<file path="src/rtl/reg_bank_sequencer_if.sv">
// Request/result handshake bundle between instruction control and reg_bank_sequencer.
//
// Signals:
//   op_valid / op_ready        request handshake; transfer when both high on a rising edge
//   op_a, op_b [DATA_W]        operands, sampled on request transfer
//   op_code [OP_W]             ALU opcode, sampled on request transfer
//   res_valid / res_ready      result handshake; transfer when both high on a rising edge
//   res_data [DATA_W]          result, held while res_valid
//
// Modports:
//   master  instruction control side (drives the request, consumes the result)
//   slave   sequencer side
interface reg_bank_sequencer_if #(
    parameter int unsigned DATA_W = 8,
    parameter int unsigned OP_W   = 3
);
    logic              op_valid;
    logic              op_ready;
    logic [DATA_W-1:0] op_a;
    logic [DATA_W-1:0] op_b;
    logic [OP_W-1:0]   op_code;
    logic              res_valid;
    logic              res_ready;
    logic [DATA_W-1:0] res_data;

    modport master (
        output op_valid, op_a, op_b, op_code, res_ready,
        input  op_ready, res_valid, res_data
    );

    modport slave (
        input  op_valid, op_a, op_b, op_code, res_ready,
        output op_ready, res_valid, res_data
    );
endinterface

</file>
<file path="src/rtl/reg_bank_sequencer.sv">
// Control-side sequencer for a 3-register operand/result bank (reg0 = data1, reg1 = data2,
// reg2 = result). A request (A, B, opcode) is written into the bank, the operands are read out
// to the ALU, the result is allowed ALU_LAT cycles to land in reg2, then reg2 is read back and
// returned over the result handshake.
//
// Ports:
//   seq_clk            clock, rising edge
//   seq_rst_n          asynchronous active-low reset
//   req                request/result handshake bundle (slave side)
//   alu_op             opcode to the ALU, held from one accept to the next
//   bank_rst           one-cycle synchronous clear to the bank after reset release
//   bank_data          bank data input
//   bank_selector      bank selector
//   bank_write_enable  bank write enable
//   bank_read_enable   bank read enable
//   bank_rd_data       bank second read port
//   res_zero           result-is-zero flag (only with REG_BANK_SEQ_ZERO_FLAG_EN defined)
//   busy               high in every state except idle
//
// Optional feature macro: REG_BANK_SEQ_ZERO_FLAG_EN adds the res_zero output.
module reg_bank_sequencer #(
    parameter int unsigned DATA_W  = 8,
    parameter int unsigned OP_W    = 3,
    parameter int unsigned ALU_LAT = 1  // 1..15
) (
    input  logic                seq_clk,
    input  logic                seq_rst_n,
    reg_bank_sequencer_if.slave req,
    output logic [OP_W-1:0]     alu_op,
    output logic                bank_rst,
    output logic [DATA_W-1:0]   bank_data,
    output logic                bank_selector,
    output logic                bank_write_enable,
    output logic                bank_read_enable,
    input  logic [DATA_W-1:0]   bank_rd_data,
`ifdef REG_BANK_SEQ_ZERO_FLAG_EN
    output logic                res_zero,
`endif
    output logic                busy
);

    typedef enum logic [3:0] {
        StInit,
        StIdle,
        StWrA,
        StWrB,
        StRdOp,
        StAlu,
        StRdRes,
        StCap,
        StDone
    } state_e;

    localparam logic [3:0] AluLoad = 4'(ALU_LAT - 1);

    state_e            state_q, state_d;
    logic [3:0]        cnt_q, cnt_d;
    logic [DATA_W-1:0] b_q;
    logic              op_ready_q;
    logic              res_valid_q;
    logic [DATA_W-1:0] res_data_q;
    logic              accept;

    logic              sel_d;
    logic              we_d;
    logic              re_d;
    logic [DATA_W-1:0] data_d;

    assign req.op_ready  = op_ready_q;
    assign req.res_valid = res_valid_q;
    assign req.res_data  = res_data_q;

    assign accept = (state_q == StIdle) && req.op_valid && op_ready_q;

    // Next-state logic
    always_comb begin
        state_d = state_q;
        cnt_d   = cnt_q;
        case (state_q)
            StInit:  if (bank_rst) state_d = StIdle;  // stay until the clear pulse has gone out
            StIdle:  if (accept) state_d = StWrA;
            StWrA:   state_d = StWrB;
            StWrB:   state_d = StRdOp;
            StRdOp: begin
                state_d = StAlu;
                cnt_d   = AluLoad;
            end
            StAlu: begin
                if (cnt_q == 4'd0) state_d = StRdRes;
                else               cnt_d   = cnt_q - 4'd1;
            end
            StRdRes: state_d = StCap;
            StCap:   state_d = StDone;
            StDone:  if (req.res_ready) state_d = StIdle;
            default: state_d = StIdle;
        endcase
    end

    // Bank strobes are registered from the next state so they line up with the state itself.
    always_comb begin
        sel_d  = 1'b0;
        we_d   = 1'b0;
        re_d   = 1'b0;
        data_d = '0;
        case (state_d)
            StWrA: begin
                // Only entered on accept, so A goes straight from the request into bank_data;
                // the bank_data register is A's holding register.
                we_d   = 1'b1;
                data_d = req.op_a;
            end
            StWrB: begin
                sel_d  = 1'b1;
                we_d   = 1'b1;
                data_d = b_q;
            end
            StRdOp: re_d = 1'b1;
            StRdRes: begin
                sel_d = 1'b1;
                re_d  = 1'b1;
            end
            default: ;
        endcase
    end

    always_ff @(posedge seq_clk or negedge seq_rst_n) begin
        if (!seq_rst_n) begin
            state_q           <= StInit;
            cnt_q             <= 4'd0;
            b_q               <= '0;
            op_ready_q        <= 1'b0;
            res_valid_q       <= 1'b0;
            res_data_q        <= '0;
            alu_op            <= '0;
            bank_rst          <= 1'b0;
            bank_data         <= '0;
            bank_selector     <= 1'b0;
            bank_write_enable <= 1'b0;
            bank_read_enable  <= 1'b0;
            busy              <= 1'b0;
`ifdef REG_BANK_SEQ_ZERO_FLAG_EN
            res_zero          <= 1'b0;
`endif
        end else begin
            state_q           <= state_d;
            cnt_q             <= cnt_d;
            op_ready_q        <= (state_d == StIdle);
            busy              <= (state_d != StIdle);
            bank_rst          <= (state_d == StInit);
            bank_selector     <= sel_d;
            bank_write_enable <= we_d;
            bank_read_enable  <= re_d;
            bank_data         <= data_d;
            res_valid_q       <= (state_d == StDone);
            if (accept) begin
                b_q    <= req.op_b;
                alu_op <= req.op_code;
            end
            if (state_q == StCap) begin
                res_data_q <= bank_rd_data;
            end
`ifdef REG_BANK_SEQ_ZERO_FLAG_EN
            if (state_q == StCap) begin
                res_zero <= (bank_rd_data == '0);
            end else if (state_d != StDone) begin
                res_zero <= 1'b0;
            end
`endif
        end
    end

endmodule

</file>
<file path="src/flat_wrapper.sv">
// flat-port wrapper written by rule: the top's interface ports become plain ports
module reg_bank_sequencer_flat 
#(
    parameter int unsigned DATA_W  = 8,
    parameter int unsigned OP_W    = 3,
    parameter int unsigned ALU_LAT = 1          
)
  (seq_clk, seq_rst_n, alu_op, bank_rst, bank_data, bank_selector, bank_write_enable, bank_read_enable, bank_rd_data, busy, req_op_valid, req_op_a, req_op_b, req_op_code, req_res_ready, req_op_ready, req_res_valid, req_res_data);
  reg_bank_sequencer_if #(.DATA_W(DATA_W), .OP_W(OP_W)) req_i ();
  input  logic seq_clk;
  input  logic seq_rst_n;
  output logic [OP_W-1:0] alu_op;
  output logic bank_rst;
  output logic [DATA_W-1:0] bank_data;
  output logic bank_selector;
  output logic bank_write_enable;
  output logic bank_read_enable;
  input  logic [DATA_W-1:0] bank_rd_data;
  output logic busy;
  input wire logic [$bits(req_i.op_valid)-1:0] req_op_valid;
  input wire logic [$bits(req_i.op_a)-1:0] req_op_a;
  input wire logic [$bits(req_i.op_b)-1:0] req_op_b;
  input wire logic [$bits(req_i.op_code)-1:0] req_op_code;
  input wire logic [$bits(req_i.res_ready)-1:0] req_res_ready;
  output wire logic [$bits(req_i.op_ready)-1:0] req_op_ready;
  output wire logic [$bits(req_i.res_valid)-1:0] req_res_valid;
  output wire logic [$bits(req_i.res_data)-1:0] req_res_data;
  assign req_i.op_valid = req_op_valid;
  assign req_i.op_a = req_op_a;
  assign req_i.op_b = req_op_b;
  assign req_i.op_code = req_op_code;
  assign req_i.res_ready = req_res_ready;
  assign req_op_ready = req_i.op_ready;
  assign req_res_valid = req_i.res_valid;
  assign req_res_data = req_i.res_data;
  reg_bank_sequencer #(.DATA_W(DATA_W), .OP_W(OP_W), .ALU_LAT(ALU_LAT)) u_core (.seq_clk(seq_clk), .seq_rst_n(seq_rst_n), .req(req_i), .alu_op(alu_op), .bank_rst(bank_rst), .bank_data(bank_data), .bank_selector(bank_selector), .bank_write_enable(bank_write_enable), .bank_read_enable(bank_read_enable), .bank_rd_data(bank_rd_data), .busy(busy));
endmodule
</file>
<file path="config.mk">
export PLATFORM = sky130hd
export DESIGN_NAME = reg_bank_sequencer_flat
export DESIGN_NICKNAME = d
export VERILOG_FILES = /design/src/rtl/reg_bank_sequencer_if.sv /design/src/rtl/reg_bank_sequencer.sv /design/src/flat_wrapper.sv
export SDC_FILE = /design/constraint.sdc
export NUM_CORES = 1
export LEC_CHECK = 0
export CORE_MARGIN = 3
export CORE_UTILIZATION = 50
export DETAILED_ROUTE_END_ITERATION = 10
export DONT_BUFFER_PORTS = 1
export SYNTH_ARGS = -nofsm -noshare
export SYNTH_HDL_FRONTEND = slang
export SYNTH_SLANG_ARGS = --single-unit
</file>
<file path="constraint.sdc">
create_clock -name seq_clk -period 5 [get_ports seq_clk]
set_clock_uncertainty 0.1 [all_clocks]
set_input_delay 1 -clock seq_clk [delete_from_list [all_inputs] [get_ports seq_clk]]
set_output_delay 1 -clock seq_clk [all_outputs]
set_load 0.01 [all_outputs]
</file>
* Word-level counts from Yosys, hierarchy flattened
Index checks and enable logic that the tools add are counted.
Word-level totals: register bits 42, input port bits 31, logic and storage cells 51, output and inout port bits 26
Operators by class: equal/unequal tests 16, $add $sub $neg 1, reduce and logical (&&, ||, !) cells 10, multiplexer cells 11
Operators by type and width (number):
- $pmux W4 S9 | 1
- $eq A4 B3 Y1 const B | 6
- $mux W4 | 5
- $eq A4 B2 Y1 const B | 4
- $pmux W8 S2 | 1
- $logic_not A4 Y1 | 3
- $eq A4 B1 Y1 const B | 2
- $eq A4 B4 Y1 const B | 2
- $pmux W4 S2 | 1
- $reduce_or A2 Y1 | 3
- $ne A4 B1 Y1 const B | 1
- $sub A4 B1 Y4 const B | 1
- $mux W1 | 3
- $logic_and A1 B1 Y1 | 2
- $ne A2 B2 Y1 const B | 1
- $reduce_and A2 Y1 | 1
- $reduce_bool A2 Y1 | 1

* Depth between registers and ports, before layout
Gate-level depths: netlist (run 1).
word-level depth 8, depth in mapped cells 6, depth with buffers taken out 6

* Worst setup path after synthesis (run 1)
No wires, ideal clock.
kind in2reg, start point input port req_op_valid, end point register u_core.alu_op[0], required time 4775 ps, slack 3050 ps, path buffers 1, arrival time 1726 ps, cell stages on the path 4, setup time 125 ps, path through nand2_1 -> and2b_1 -> buf_4 -> mux2_2
Between the ends: word-level cells in the longest chain between the ends 2
RTL lines:
- start: declaration | RTL line flat_wrapper.sv:20 | input wire logic [$bits(req_i.op_valid)-1:0] req_op_valid;
- $logic_and A1 B1 Y1 (2 in a row) | RTL line reg_bank_sequencer.sv:73 | assign accept = (state_q == StIdle) && req.op_valid && op_ready_q;
- end signal: assignment | RTL line reg_bank_sequencer.sv:157 | alu_op <= req.op_code;
- end: declaration | RTL line reg_bank_sequencer.sv:29 | output logic [OP_W-1:0] alu_op,
Every way passes these cells. A chain may end at the register's enable or synchronous reset.

* Worst setup path in the final report (run 1)
start point register u_core.state_q[0], end point register u_core.b_q[4]
Between the ends: word-level cells in the longest chain between the ends 3
RTL lines:
- start: declaration | RTL line reg_bank_sequencer.sv:56 | state_e state_q, state_d;
- start signal: assignment | RTL line reg_bank_sequencer.sv:128 | state_q <= StInit;
- start signal: assignment | RTL line reg_bank_sequencer.sv:145 | state_q <= state_d;
- $eq A4 B1 Y1 | RTL line reg_bank_sequencer.sv:73
- $logic_and A1 B1 Y1 (2 in a row) | RTL line reg_bank_sequencer.sv:73
- end signal: assignment | RTL line reg_bank_sequencer.sv:156 | b_q <= req.op_b;
- end: declaration | RTL line reg_bank_sequencer.sv:58 | logic [DATA_W-1:0] b_q;
Every way passes these cells.

==> run metrics, run 1 <==
HPWL after DPL roughly 2100 µm; synth unique cells 34; Root Driver clkbuf_4; I/O Pins 57; setup-violating endpoint count in the final report 0; crit path DAT roughly 2.4 ns; Area Growth Syn to Fin 3.59%; Max stage delay cell, worst path and2b_1; chip height approximately 66 µm; WL per Instance 16.3 µm; H-tree depth 2; total track usage about 16%; Pint between 600 and 700 µW; first-pass GRT wire length 5040 µm; initial DRC count roughly 50; cell count after placement between 150 and 200; synth warn 0; ys async rst share 100%; status completed; Mapped Cells 134; Final TNS setup 0 ns; vias in the first global route roughly 1100; Die X between 60 and 70 µm; syn avg cell area approximately 14 µm²; initial antenna violation count 0; Final Max Tran Viols 0; Lkg Pwr 0.000866 µW; Post-CTS Hold Buffers 0; fillers between 300 and 400; CP Max Fanout 20; setup bufs post-CTS 0; Vias ~1000; synth cell count leaders dfrtp_1, mux2_2, a22o_1, nand2_1; switching power approximately 360 µW; DRT antenna net count 0; met3 usage under 10%; minimum clock period roughly 2.3 ns; number of synthesized flops with an enable pin 0; Clk network pwr share approximately 16%; Core ar. approximately 3400 µm²; clk sinks 42; area share of the largest cell type after synthesis around 58%; GRT busiest layer met2; Mapped Nets 167; Post-Route WL 2940 µm; GPL Wtd Cong around 0.73; Synth area leaders dfrtp_1, mux2_2, a22o_1; worst path cell trace nor4b_2 -> and2b_1 -> mux2_2; Final period util a little under half; Worst setup SP type register; Die Area ~4400 µm²; worst stage delay on the critical path approximately 0.66 ns; met2 usage between 20% and 30%; Synth Register Bits between 40 and 50; Synth Flop Type dfrtp_1; Max-Cap Viols 0; port bufs 0; clock tree from TritonCTS yes; clk slew on worst S/H paths between 0.1 and 0.15 ns; top-count cell post-synth dfrtp_1; Worst Tran Pin Value ~0.74 ns; largest net degree at the start of global routing 43; Sequential Power Share between 50 and 60%; Final Hold Violating Endpoints 0; remaining global-route overflow 0; slew margin rel. 50.9%; Seq/Total Area, Yosys 58.0%; RSZ-0062 raised after global routing false; WS Path Type register to register; Power Dens Cells between 500 and 600 nW/µm²; VDD IR max around 0.28 mV; share of layout cells above drive strength 1 between 20% and 30%; Remaining DRCs 0; TritonCTS buffer count 5; Initial DRT Pass Iterations 4; starting density of the core a little over half; Yosys top cell by area dfrtp_1; Worst EP required slightly above 5 ns; met1 Use GR around 18%; Sw Share 34.2%; Post-Layout Cell Count between 150 and 200; Worst Hold Class primary input to async pin; FMAX between 400 and 500 MHz; # nets final between 150 and 200; Logic pwr share 26.3%; Crit. End Element register; Mapped Area approximately 1800 µm²; Max Root-Sink Buffers 2; CTS-repair resized insts 0; diodes inserted 0; via/cell ratio between 5 and 6; clk_lat worst skew approximately 0.34 ns; row cnt 21
==> per-stage QoR <==
stage | power, µW | area [µm²] | hold slack, ns | worst slack [ns] | utilization, %
finish | 1050 | 1880 | 0.231 | 2.71 | 55.0
global route | 1130 | 1880 | 0.191 | 2.57 | 55.0
CTS | 1060 | 1880 | 0.209 | 2.69 | 55.0
detailed placement | 890 | 1820 | 0.379 | 2.65 | 53.2
global placement | 876 | 1820 | 0.374 | 2.67 | 53.2
floorplan | 853 | 1810 | 0.362 | 3.05 | -
==> power groups by stage <==
stage / combinational, µW / sequential [µW] / clock (µW)
CTS: 279 / 604 / 180
detailed placement: 279 / 611 / 0
global route: 313 / 621 / 197
global placement: 269 / 606 / 0
floorplan: 300 / 554 / 0
finish: 275 / 600 / 171
==> logic make-up after synthesis <==
group                      Yosys count  synth area share [%]
DFF                                 42                  58.0
and+or+nand+nor                     38                  14.9
AOI/OAI and AO/OA                   23                  10.1
muxes                               19                  11.8
buffers and inverters                9                  3.31
adders and majority gates            2                  1.38
xor gates and xnor gates             1                 0.483
==> state kept, by name, summed over array words and instances (netlist names) <==
| signal | cells |
|---|---|
| u_core.busy | 1 |
| u_core.req.res_valid | 1 |
| u_core.state_q | 4 |
| u_core.bank_rst | 1 |
| u_core.req.op_ready | 1 |
| u_core.bank_selector | 1 |
| u_core.bank_data | 8 |
| u_core.req.res_data | 8 |
| u_core.b_q | 8 |
| u_core.cnt_q | 4 |
| u_core.bank_write_enable | 1 |
| u_core.bank_read_enable | 1 |
| u_core.alu_op | 3 |
==> layer usage <==
metal | vias to the layer above | routed length, µm | part of all wire, %
met5 | - | 0 | 0
met4 | 0 | 50 | 1.7
met3 | 6 | 218 | 7.4
met2 | 31 | 1440 | 49
met1 | 497 | 1230 | 42
li1 | 473 | - | -
==> cells in the final DEF (no fill, tap or decap), types with 3 or more instances in the layout <==
cell,instances
o21ai_0,3
nor2b_1,4
nand2_1,10
a22o_1,10
dfrtp_1,42
clkbuf_4,5
nand2b_1,4
a21oi_1,3
mux2_2,19
nor2_1,3
==> path summary, 6_finish.rpt <==
| kind | start | to | slack [ns] | cells after the start |
|---|---|---|---|---|
| max in group asynchronous | seq_rst_n | u_core.req.res_data[5] | 4.46 | 0 |
| min reg2reg | u_core.b_q[1] | u_core.bank_data[1] | 0.40 | 1 |
| max | u_core.state_q[0] | u_core.b_q[4] | 2.71 | 3 |
| min | seq_rst_n | u_core.cnt_q[3] | 0.23 | 0 |
| max reg2reg | u_core.state_q[0] | u_core.b_q[4] | 2.71 | 3 |
| min in group seq_clk | u_core.b_q[1] | u_core.bank_data[1] | 0.40 | 1 |
==> final cells by class <==
cell class	count	area, µm²	share of cell area [%]
flip-flops and latches	42	1050	56.0
inverters	2	7.51	0.400
well taps	46	57.6	3.06
clock inverters	1	5.00	0.266
clock buffers	7	55.1	2.93
multi-input cells	83	702	37.4
==> critical path: cells and delay by family (launching register included) <==
family | cells | cell delay [ns]
flip-flops | 1 | 0.65
multiplexers | 1 | 0.41
AND/OR/NAND/NOR | 2 | 1.02
Power figures use the tool's default switching activity.
==> run 2, diff against run 1 <==
- PLACE_DENSITY: not set -> 0.68
- clock period: 5 -> 1.9 ns (I/O delays scaled with it)
==> run 2 against run 1 <==
Net effect:
- setup slack worse by 2.5 ns
- highest routed layer unchanged
- sequential share of layout area down 3.4 points
- cell count up 5.0%
- critical path type unchanged
- first-iteration DRC count up 39%
- final area up 6.4%
- sequential power rose to 2.5 times the previous value
- register-to-register slack worse by 2.5 ns
- flip-flop and latch count unchanged
- largest cell class unchanged
- combinational power rose to 3.3 times the previous value
- critical path depth up 1
- maximum frequency up 32%
- total power rose to 2.8 times the previous value
==> run metrics, run 2 (synthesis results as in run 1) <==
status completed; Initial DRT Pass Iterations 4; fin util around three fifths; diodes inserted 0; Max Root-Sink Buffers 2; first-pass GRT wire length 5350 µm; Remaining DRCs 0; clk_lat worst skew 0.35 ns; most common cell after layout, fill and taps aside dfrtp_1; FMAX about 580 MHz; Sw Share between 30 and 40%; Worst EP required between 2 and 2.5 ns; worst stage delay on the critical path roughly 0.52 ns; reg2reg end u_core.b_q[7]; largest net degree at the start of global routing between 40 and 50; FF-to-FF Start u_core.state_q[1]; most frequent cells in the layout dfrtp_1, mux2_2, nand2_1, a22o_1, buf_4; Worst R2R Path Depth 4; Clk network pwr share 18.7%; DRT antenna net count 0; RSZ-0062 raised after global routing false; WS Path Type register to register; crit path DAT between 1.5 and 2 ns; Final Max Tran Viols 0; HPWL after DPL 2360 µm; HP Start req_op_a[7]; TritonCTS buffer count 5; Final period util between 90% and 100%; slew margin rel. ~77%; Setup crit start u_core.state_q[1]; Area Growth Syn to Fin 10.2%; Crit. End Element register; setup-violating endpoint count in the final report 0; starting density of the core between 50% and 60%; Die Area about 4400 µm²; initial DRC count 68; Worst Hold Class primary input to register; chip height roughly 66 µm; GPL Wtd Cong just over 0.8; initial antenna violation count 0; port bufs 0; minimum clock period between 1.5 and 2 ns; worst path cell trace nor4b_2 -> and2b_1 -> buf_12 -> mux2_2; R2R setup slack approximately 0.17 ns; remaining global-route overflow 0; Vias about 1000; Root Driver clkbuf_4; total track usage 16.5%; Die X between 60 and 70 µm; Lkg Pwr just over 0.0009 µW; switching power about 1000 µW; Pint 1970 µW; Final TNS setup 0 ns; crit path capture u_core.b_q[7]; Logic pwr share between 30% and 40%; clk slew on worst S/H paths ~0.12 ns; vias in the first global route approximately 1100; share of layout cells above drive strength 1 a little under a third; clk sinks 42; I/O Pins 57; Max stage delay cell, worst path dfrtp_1; Max-Cap Viols 0; row cnt 21; H-tree depth 2; Worst Tran Pin Value 0.337 ns; Sequential Power Share between 50% and 60%; Power Dens Cells approximately 1500 nW/µm²; WL per Instance 17.0 µm; Post-Route WL ~3200 µm; CP Max Fanout 20; Core ar. 3420 µm²; clock tree from TritonCTS yes; Worst setup SP type register; VDD IR max around 0.8 mV; # nets final approximately 180; via/cell ratio 5.51; Final Hold Violating Endpoints 0
## run 2: per-stage QoR
stage	power, µW	area, µm²	hold WS [ns]	setup WS [ns]	std cells
after floorplan	2250	1810	-0.0156	0.191	134
after global placement	2380	1880	-0.0147	0.205	180
after detailed placement	2430	1880	-0.0146	0.158	180
after CTS	3020	1990	0.0395	0.141	190
after global routing	3180	2000	0.0316	0.0195	190
final	2970	2000	0.0604	0.172	190
## run 2: worst max-delay path, delay by kind of cell, from the launching register on
family	cells	cell delay, ns
AND/OR/NAND/NOR	2	0.51
flip-flops	1	0.52
buffers and inverters	1	0.16
multiplexers	1	0.34
## run 2: worst min path at each step
stage,to,slack (ns),depth (start not counted)
floorplan,u_core.alu_op[0],-0.02,0
global placement,u_core.bank_write_enable,-0.01,0
detailed placement,u_core.bank_data[0],-0.01,0
CTS,u_core.bank_data[5],0.04,1
global route,u_core.bank_data[5],0.03,1
finish,u_core.bank_data[7],0.06,1
## run 2: cell type report
| cell class | count | area, µm² |
|---|---|---|
| Tap cell | 46 | 57.6 |
| Multi-Input combinational cell | 83 | 708 |
| Timing Repair Buffer | 9 | 95.1 |
| Clock buffer | 6 | 41.3 |
| Inverter | 2 | 7.51 |
| Sequential cell | 42 | 1050 |
| Clock inverter | 2 | 37.5 |
| Fill cell | 303 | 1420 |
## run 2: power groups by stage
stage	sequential, µW	combinational, µW	clock [µW]
2_1_floorplan	1460	789	0
3_3_place_gp	1520	859	0
3_5_place_dp	1530	898	0
4_1_cts	1520	922	580
5_1_grt	1560	1010	615
6_report	1510	908	556
## run 2: layer usage
layer  global-route usage, %  vias to the layer above  wire, µm
li1                        -                      491         -
met3                    6.80                        7       258
met4                    7.61                        0        65
met5                       0                        -         0
met1                    20.7                      510      1350
met2                    24.7                       39      1560
## run 2: what timing repair did
item | in CTS | in global routing
endpoints found under the hold margin | 42 | 0
hold buffers | 2 | 0
resized for setup | 0 | 1
setup endpoints to repair | 0 | 2
setup buffers | 0 | 0
